## src/rtl/wb_pkg.sv

```systemverilog
// Shared encodings for the writeback stage: source select, load types, FSM states.
`default_nettype none

package wb_pkg;

    localparam logic [1:0] WBSEL_LOAD = 2'b00;
    localparam logic [1:0] WBSEL_ALU  = 2'b01;
    localparam logic [1:0] WBSEL_PC   = 2'b10;
    localparam logic [1:0] WBSEL_CSR  = 2'b11;

    localparam logic [2:0] LB  = 3'b000;
    localparam logic [2:0] LH  = 3'b001;
    localparam logic [2:0] LW  = 3'b010;
    localparam logic [2:0] LD  = 3'b011;
    localparam logic [2:0] LBU = 3'b100;
    localparam logic [2:0] LHU = 3'b101;
    localparam logic [2:0] LWU = 3'b110;

    localparam logic [1:0] ST_IDLE     = 2'd0;
    localparam logic [1:0] ST_WAIT_MEM = 2'd1;
    localparam logic [1:0] ST_DRAIN    = 2'd2;

endpackage

`default_nettype wire

```

## src/rtl/load_align_ext.sv

```systemverilog
// Combinational load alignment, sign/zero extension and legality check.
`default_nettype none

module load_align_ext
    import wb_pkg::*;
#(
    parameter int XLEN  = 32,
    parameter int OFF_W = $clog2(XLEN/8)
) (
    input  logic [XLEN-1:0]  rdata,
    input  logic [2:0]       funct3,
    input  logic [OFF_W-1:0] byte_off,
    output logic [XLEN-1:0]  data,
    output logic             illegal
);

    logic [XLEN-1:0] shifted;

    assign shifted = rdata >> {byte_off, 3'b000};

    always_comb begin
        data    = '0;
        illegal = 1'b0;
        case (funct3)
            LB:  data = XLEN'($signed(shifted[7:0]));
            LBU: data = XLEN'(shifted[7:0]);
            LH: begin
                data    = XLEN'($signed(shifted[15:0]));
                illegal = byte_off[0];
            end
            LHU: begin
                data    = XLEN'(shifted[15:0]);
                illegal = byte_off[0];
            end
            // On RV32 this is the full word; the cast is then an identity.
            LW: begin
                data    = XLEN'($signed(shifted[31:0]));
                illegal = (byte_off[1:0] != 2'b00);
            end
            LWU: begin
                data    = XLEN'(shifted[31:0]);
                illegal = (XLEN != 64) || (byte_off[1:0] != 2'b00);
            end
            LD: begin
                data    = shifted;
                illegal = (XLEN != 64) || (byte_off != '0);
            end
            default: illegal = 1'b1;
        endcase
    end

endmodule

`default_nettype wire

```

## src/rtl/writeback_stage_pipe.sv

```systemverilog
// Registered writeback stage: source select, variable-latency load completion, flush handling.
`default_nettype none

module writeback_stage_pipe
    import wb_pkg::*;
#(
    parameter int XLEN       = 32,
    parameter int ILEN_BYTES = 4,
    parameter int OFF_W      = $clog2(XLEN/8)
) (
    input  logic             clk,
    input  logic             rst_n,
    input  logic             in_valid,
    output logic             in_ready,
    input  logic [1:0]       in_wbsel,
    input  logic [XLEN-1:0]  in_alu,
    input  logic [XLEN-1:0]  in_pc,
    input  logic [XLEN-1:0]  in_csr,
    input  logic [4:0]       in_rd,
    input  logic             in_rf_we,
    input  logic [2:0]       in_ld_funct3,
    input  logic [OFF_W-1:0] in_byte_off,
    input  logic             flush,
    input  logic             mem_rvalid,
    input  logic [XLEN-1:0]  mem_rdata,
    output logic             rf_we,
    output logic [4:0]       rf_waddr,
    output logic [XLEN-1:0]  rf_wdata,
    output logic             ld_pending,
    output logic [4:0]       ld_pending_rd,
    output logic             illegal_ld
);

    logic [1:0]       state;
    logic [4:0]       ld_rd;
    logic             ld_we;
    logic [2:0]       ld_f3;
    logic [OFF_W-1:0] ld_off;
    logic [XLEN-1:0]  ld_data;
    logic             ld_illegal;
    logic [XLEN-1:0]  sel_data;
    logic             accept;

    assign in_ready = (state == ST_IDLE);
    assign accept   = in_valid & in_ready & ~flush;

    always_comb begin
        sel_data = in_alu;
        case (in_wbsel)
            WBSEL_PC:  sel_data = in_pc + XLEN'(ILEN_BYTES);
            WBSEL_CSR: sel_data = in_csr;
            default:   sel_data = in_alu;
        endcase
    end

    load_align_ext #(
        .XLEN  (XLEN),
        .OFF_W (OFF_W)
    ) u_align (
        .rdata    (mem_rdata),
        .funct3   (ld_f3),
        .byte_off (ld_off),
        .data     (ld_data),
        .illegal  (ld_illegal)
    );

    always_ff @(posedge clk) begin
        if (!rst_n) begin
            state         <= ST_IDLE;
            ld_rd         <= '0;
            ld_we         <= 1'b0;
            ld_f3         <= '0;
            ld_off        <= '0;
            rf_we         <= 1'b0;
            rf_waddr      <= '0;
            rf_wdata      <= '0;
            ld_pending    <= 1'b0;
            ld_pending_rd <= '0;
            illegal_ld    <= 1'b0;
        end else begin
            rf_we      <= 1'b0;
            illegal_ld <= 1'b0;
            case (state)
                ST_IDLE: begin
                    if (accept) begin
                        if (in_wbsel == WBSEL_LOAD) begin
                            state         <= ST_WAIT_MEM;
                            ld_rd         <= in_rd;
                            ld_we         <= in_rf_we;
                            ld_f3         <= in_ld_funct3;
                            ld_off        <= in_byte_off;
                            ld_pending    <= 1'b1;
                            ld_pending_rd <= in_rd;
                        end else begin
                            rf_we    <= in_rf_we & (in_rd != 5'd0);
                            rf_waddr <= in_rd;
                            rf_wdata <= sel_data;
                        end
                    end
                end
                ST_WAIT_MEM: begin
                    if (flush) begin
                        // A response arriving with the flush is consumed here, otherwise DRAIN eats it.
                        state      <= mem_rvalid ? ST_IDLE : ST_DRAIN;
                        ld_pending <= 1'b0;
                    end else if (mem_rvalid) begin
                        state      <= ST_IDLE;
                        ld_pending <= 1'b0;
                        if (ld_illegal) begin
                            illegal_ld <= 1'b1;
                        end else begin
                            rf_we    <= ld_we & (ld_rd != 5'd0);
                            rf_waddr <= ld_rd;
                            rf_wdata <= ld_data;
                        end
                    end
                end
                ST_DRAIN: begin
                    if (mem_rvalid) begin
                        state <= ST_IDLE;
                    end
                end
                default: state <= ST_IDLE;
            endcase
        end
    end

endmodule

`default_nettype wire

```

## config.mk

```make
export PLATFORM = sky130hd
export DESIGN_NAME = writeback_stage_pipe
export DESIGN_NICKNAME = d
export VERILOG_FILES = /design/src/rtl/wb_pkg.sv /design/src/rtl/load_align_ext.sv /design/src/rtl/writeback_stage_pipe.sv
export SDC_FILE = /design/constraint.sdc
export NUM_CORES = 1
export LEC_CHECK = 0
export ABC_AREA = 0
export ABC_CLOCK_PERIOD_IN_PS = 2700
export CELL_PAD_IN_SITES_DETAIL_PLACEMENT = 2
export CELL_PAD_IN_SITES_GLOBAL_PLACEMENT = 2
export CORE_AREA = 2 2 143 145
export DETAILED_ROUTE_END_ITERATION = 7
export DIE_AREA = 0 0 145 147
export PLACE_DENSITY_LB_ADDON = 0.1
export SLEW_MARGIN = 10
export SYNTH_ARGS = -nofsm -noshare
export SYNTH_HDL_FRONTEND = slang
export SYNTH_HIERARCHICAL = 1
export SYNTH_SLANG_ARGS = --single-unit
export TNS_END_PERCENT = 10
```

## constraint.sdc

```tcl
create_clock -name clk -period 2.7 [get_ports clk]
set_input_delay 0.27 -clock clk [delete_from_list [all_inputs] [get_ports clk]]
set_output_delay 0.27 -clock clk [all_outputs]
set_load 0.01 [all_outputs]
```

==> flow_metrics.py <==
metrics = {
    "floorplanning": {
        "coreArea_mm2": 0.0198,
        "total_i_o_pin_count": 192,
        "floorplan.initialDensity_pct": 22.4,
        "die_h_um": 147,
        "die_width_um": 145,
        "rows": 52,
        "die-area_mm2": 0.0213,
    },
    "grt": {
        "grt_first_pass_wirelength_mm": 35.1,
        "grt_max_degree": 57,
        "number_of_antenna_violations_at_the_first_check_in_global_routing": 0,
        "grt.total_usage_pct": 21.0,
        "via_count_of_the_first_global_routing_pass": 5659,
        "grt_overflow": 0,
    },
    "timing": {
        "timing_hold_violations_final": 0,
        "rsz0062_at_grt": "no",
        "fmax_ghz": 0.378,
        "fin_hold_ws_ps": 350,
        "maxSlewHeadroom_pct": 53.5,
        "post-route-period-util_pct": 98.0,
        "worst_pin_slew_ps": 695,
        "final.min_clock_period_ps": 2640,
        "setup_viol": 0,
        "skew_ps": 4.71,
        "timing.final.ws_setup_ps": 55.3,
        "slew_viol_final": 0,
    },
    "cells_and_area": {
        "num-fill-cells": 2259,
        "area_growth_syn_to_layout_pct": 56.6,
        "antenna_cells": 0,
        "postLayoutCoreUtil_pct": 35.1,
        "layout.cells.non_filler": 1033,
        "final_nets": 909,
        "fin_area_mm2": 0.00697,
        "post_route_cells_drive_above_1_share_pct": 9.17,
    },
    "synthesis": {
        "postSynth.asyncResetShare_pct": 0,
        "ys_warn_count": 6,
        "ys_dominant_reg_cell": "dfxtp_1",
        "ys_seq_elements": 53,
        "synthesis.area_mm2": 0.00445,
        "yosysSeqAreaShare_pct": 23.8,
        "ys_types": 69,
        "synthesis.nets": 719,
        "synthCells": 572,
        "synth_enable_flop_cells": 0,
        "syn-mean-instance-area_um2": 7.78,
    },
    "placement": {
        "dp_hpwl_mm": 18.3,
        "port-buffer-count": 191,
        "detailedPlace.worstSlack_ps": -119,
        "gp_congestion": 0.819,
        "dpl-instance-area_mm2": 0.00682,
        "place_inst": 1025,
    },
    "clocking": {
        "clock_insertion_delay_worst_skew_ps": 310,
        "cts_buffers": 5,
        "cts_buffer_depth": 2,
        "cts_htree_levels": 2,
        "tritoncts": "built",
        "worst_setup_hold_path_clk_slew_ps": 70,
        "cts-root-buf": "clkbuf_16",
        "cts_num_sinks": 53,
        "number_of_buffers_inserted_by_post_cts_setup_repair": 0,
    },
    "setup_path": {
        "crit_path_start_kind": "input port",
        "timing.setup.critical_path_class": "in2reg",
        "regToRegSetupSlack_ps": 290,
        "timing.critical_path.required_ps": 2870,
        "critical_path_peak_fanout": 9,
        "critPathCaptureType": "register",
        "worst_r2r_path_depth": 7,
        "worst_ep_arrival_time_ps": 2810,
    },
    "power": {
        "pwr_density_cell_mw_per_mm2": 334,
        "power.ir.vdd_worst_uv": 195,
        "leakagePower_nw": 2.57,
    },
    "flow_run": {
        "max-cap-violations": 0,
    },
    "worst_hold_path": {
        "min_path_type": "in2reg",
        "holdPathStages": 3,
    },
    "routing": {
        "dr.first_iter.drc_count": 229,
        "post_drt_via_cell_ratio": 5.11,
        "1st_pass_router_iterations": 4,
        "vias": 5277,
        "remaining_drc_errors": 0,
        "count_of_antenna_violating_nets_left_after_detailed_routing": 0,
        "wl_per_cell_um": 21.8,
        "wl_mm": 22.5,
    },
    "run_status": {
        "run_status": "finished, final reports clean",
    },
}
kinds of logic after synthesis:
| group | after synthesis | synth area share, % |
|---|---|---|
| compound gates | 178 | 28.9 |
| mux | 35 | 8.38 |
| simple gates | 223 | 28.3 |
| fa+ha+maj | 1 | 0.281 |
| flops | 53 | 23.8 |
| xor+xnor | 18 | 3.54 |
| buf+inv | 64 | 6.75 |
flip-flops by register name, indices dropped and copies added, names as in the netlist:
name and flops:
rf_wdata 32, ld_rd 5, rf_waddr 5, ld_f3 3
ld_off 2, state 2, illegal_ld 1, ld_pending 1
ld_we 1, rf_we 1
worst max-delay path, stage by stage:
cell	delay, ps
clkdlybuf4s50_1	560
nand3_1	200
or4_1	730
o311a_2	400
a211oi_1	470
o21ai_0	190
final timing paths:
| path | endpoint | from |
|---|---|---|
| min reg2reg | rf_wdata[21] | rf_wdata[21] |
| max | rf_wdata[23] | in_pc[3] |
| min | state[0] | rst_n |
| max reg2reg | rf_wdata[12] | ld_off[0] |
metrics by stage:
| stage | TNS, ps | power, mW |
|---|---|---|
| 4_1_cts | 0 | 2.36 |
| 5_1_grt | 0 | 2.45 |
| 2_1_floorplan | 0 | 1.18 |
| 3_5_place_dp | -119 | 1.68 |
| 3_3_place_gp | -52.3 | 1.66 |
| 6_report | 0 | 2.33 |
layer usage:
layer / wire length, um / GRT usage (%)
met3: 1030 / 3.60
met1: 10800 / 29.2
met4: 147 / 3.12
met2: 10500 / 34.7
met5: 0 / 0
cells in the mapped netlist, types with 3 or more instances:
cell type / count / area [um^2]
or3_1: 5 / 31.3
o211a_1: 9 / 90.1
a211oi_1: 22 / 165
buf_1: 4 / 15.0
and3_1: 8 / 50.1
nor3b_1: 6 / 45.0
o211ai_1: 11 / 82.6
and2_0: 7 / 43.8
o31ai_1: 12 / 90.1
dfxtp_1: 53 / 1060
or4_1: 7 / 52.6
buf_2: 12 / 60.1
a221oi_1: 14 / 123
nor4_1: 7 / 43.8
nor2b_1: 25 / 156
nor2_1: 26 / 97.6
a31oi_1: 4 / 25.0
clkbuf_1: 26 / 97.6
nand4_1: 3 / 18.8
a2bb2oi_1: 7 / 61.3
o221ai_1: 4 / 35.0
nand2b_1: 3 / 18.8
a221o_1: 5 / 50.1
and2b_1: 3 / 22.5
xnor2_1: 15 / 131
xor2_1: 3 / 26.3
o311a_1: 3 / 30.0
buf_6: 5 / 56.3
a21oi_1: 17 / 85.1
nand3b_1: 3 / 22.5
nor3_1: 14 / 70.1
nand3_1: 33 / 165
nand2_1: 54 / 203
o21ai_0: 37 / 185
inv_1: 15 / 56.3
a211o_1: 3 / 26.3
o22ai_1: 16 / 100
mux2i_1: 32 / 320
area by class of cell:
| class | instances | area (um^2) | area share [%] |
|---|---|---|---|
| Clock buffer | 6 | 129 | 1.85 |
| Tap cell | 270 | 338 | 4.85 |
| Timing Repair Buffer | 232 | 2260 | 32.5 |
| Inverter | 15 | 56.3 | 0.808 |
| Multi-Input combinational cell | 455 | 3100 | 44.5 |
| Sequential cell | 53 | 1060 | 15.2 |
| Clock inverter | 2 | 15.0 | 0.215 |
power breakdown:
| group | switching, mW | internal [mW] |
|---|---|---|
| Combinational | 0.381 | 0.433 |
| Clock | 0.318 | 0.345 |
| Sequential | 0.0287 | 0.820 |
| Total | 0.728 | 1.60 |
placed cells by master, fill, tap and decap left out, drive strengths merged, types with 22 or more instances in the layout:
| cell | instances |
|---|---|
| a211oi | 22 |
| buf | 42 |
| clkdlybuf4s50 | 190 |
| dfxtp | 53 |
| mux2i | 32 |
| nand2 | 54 |
| nand3 | 34 |
| nor2 | 27 |
| nor2b | 25 |
| o21ai | 38 |
what timing repair did:
item | 4_1_cts | 5_1_grt
gates resized for setup | 0 | 1
endpoints found under the setup margin | 0 | 4
hold endpoints to repair | 0 | 0
hold buffers | 0 | 0
No activity file was read; power rests on OpenSTA's default activity.
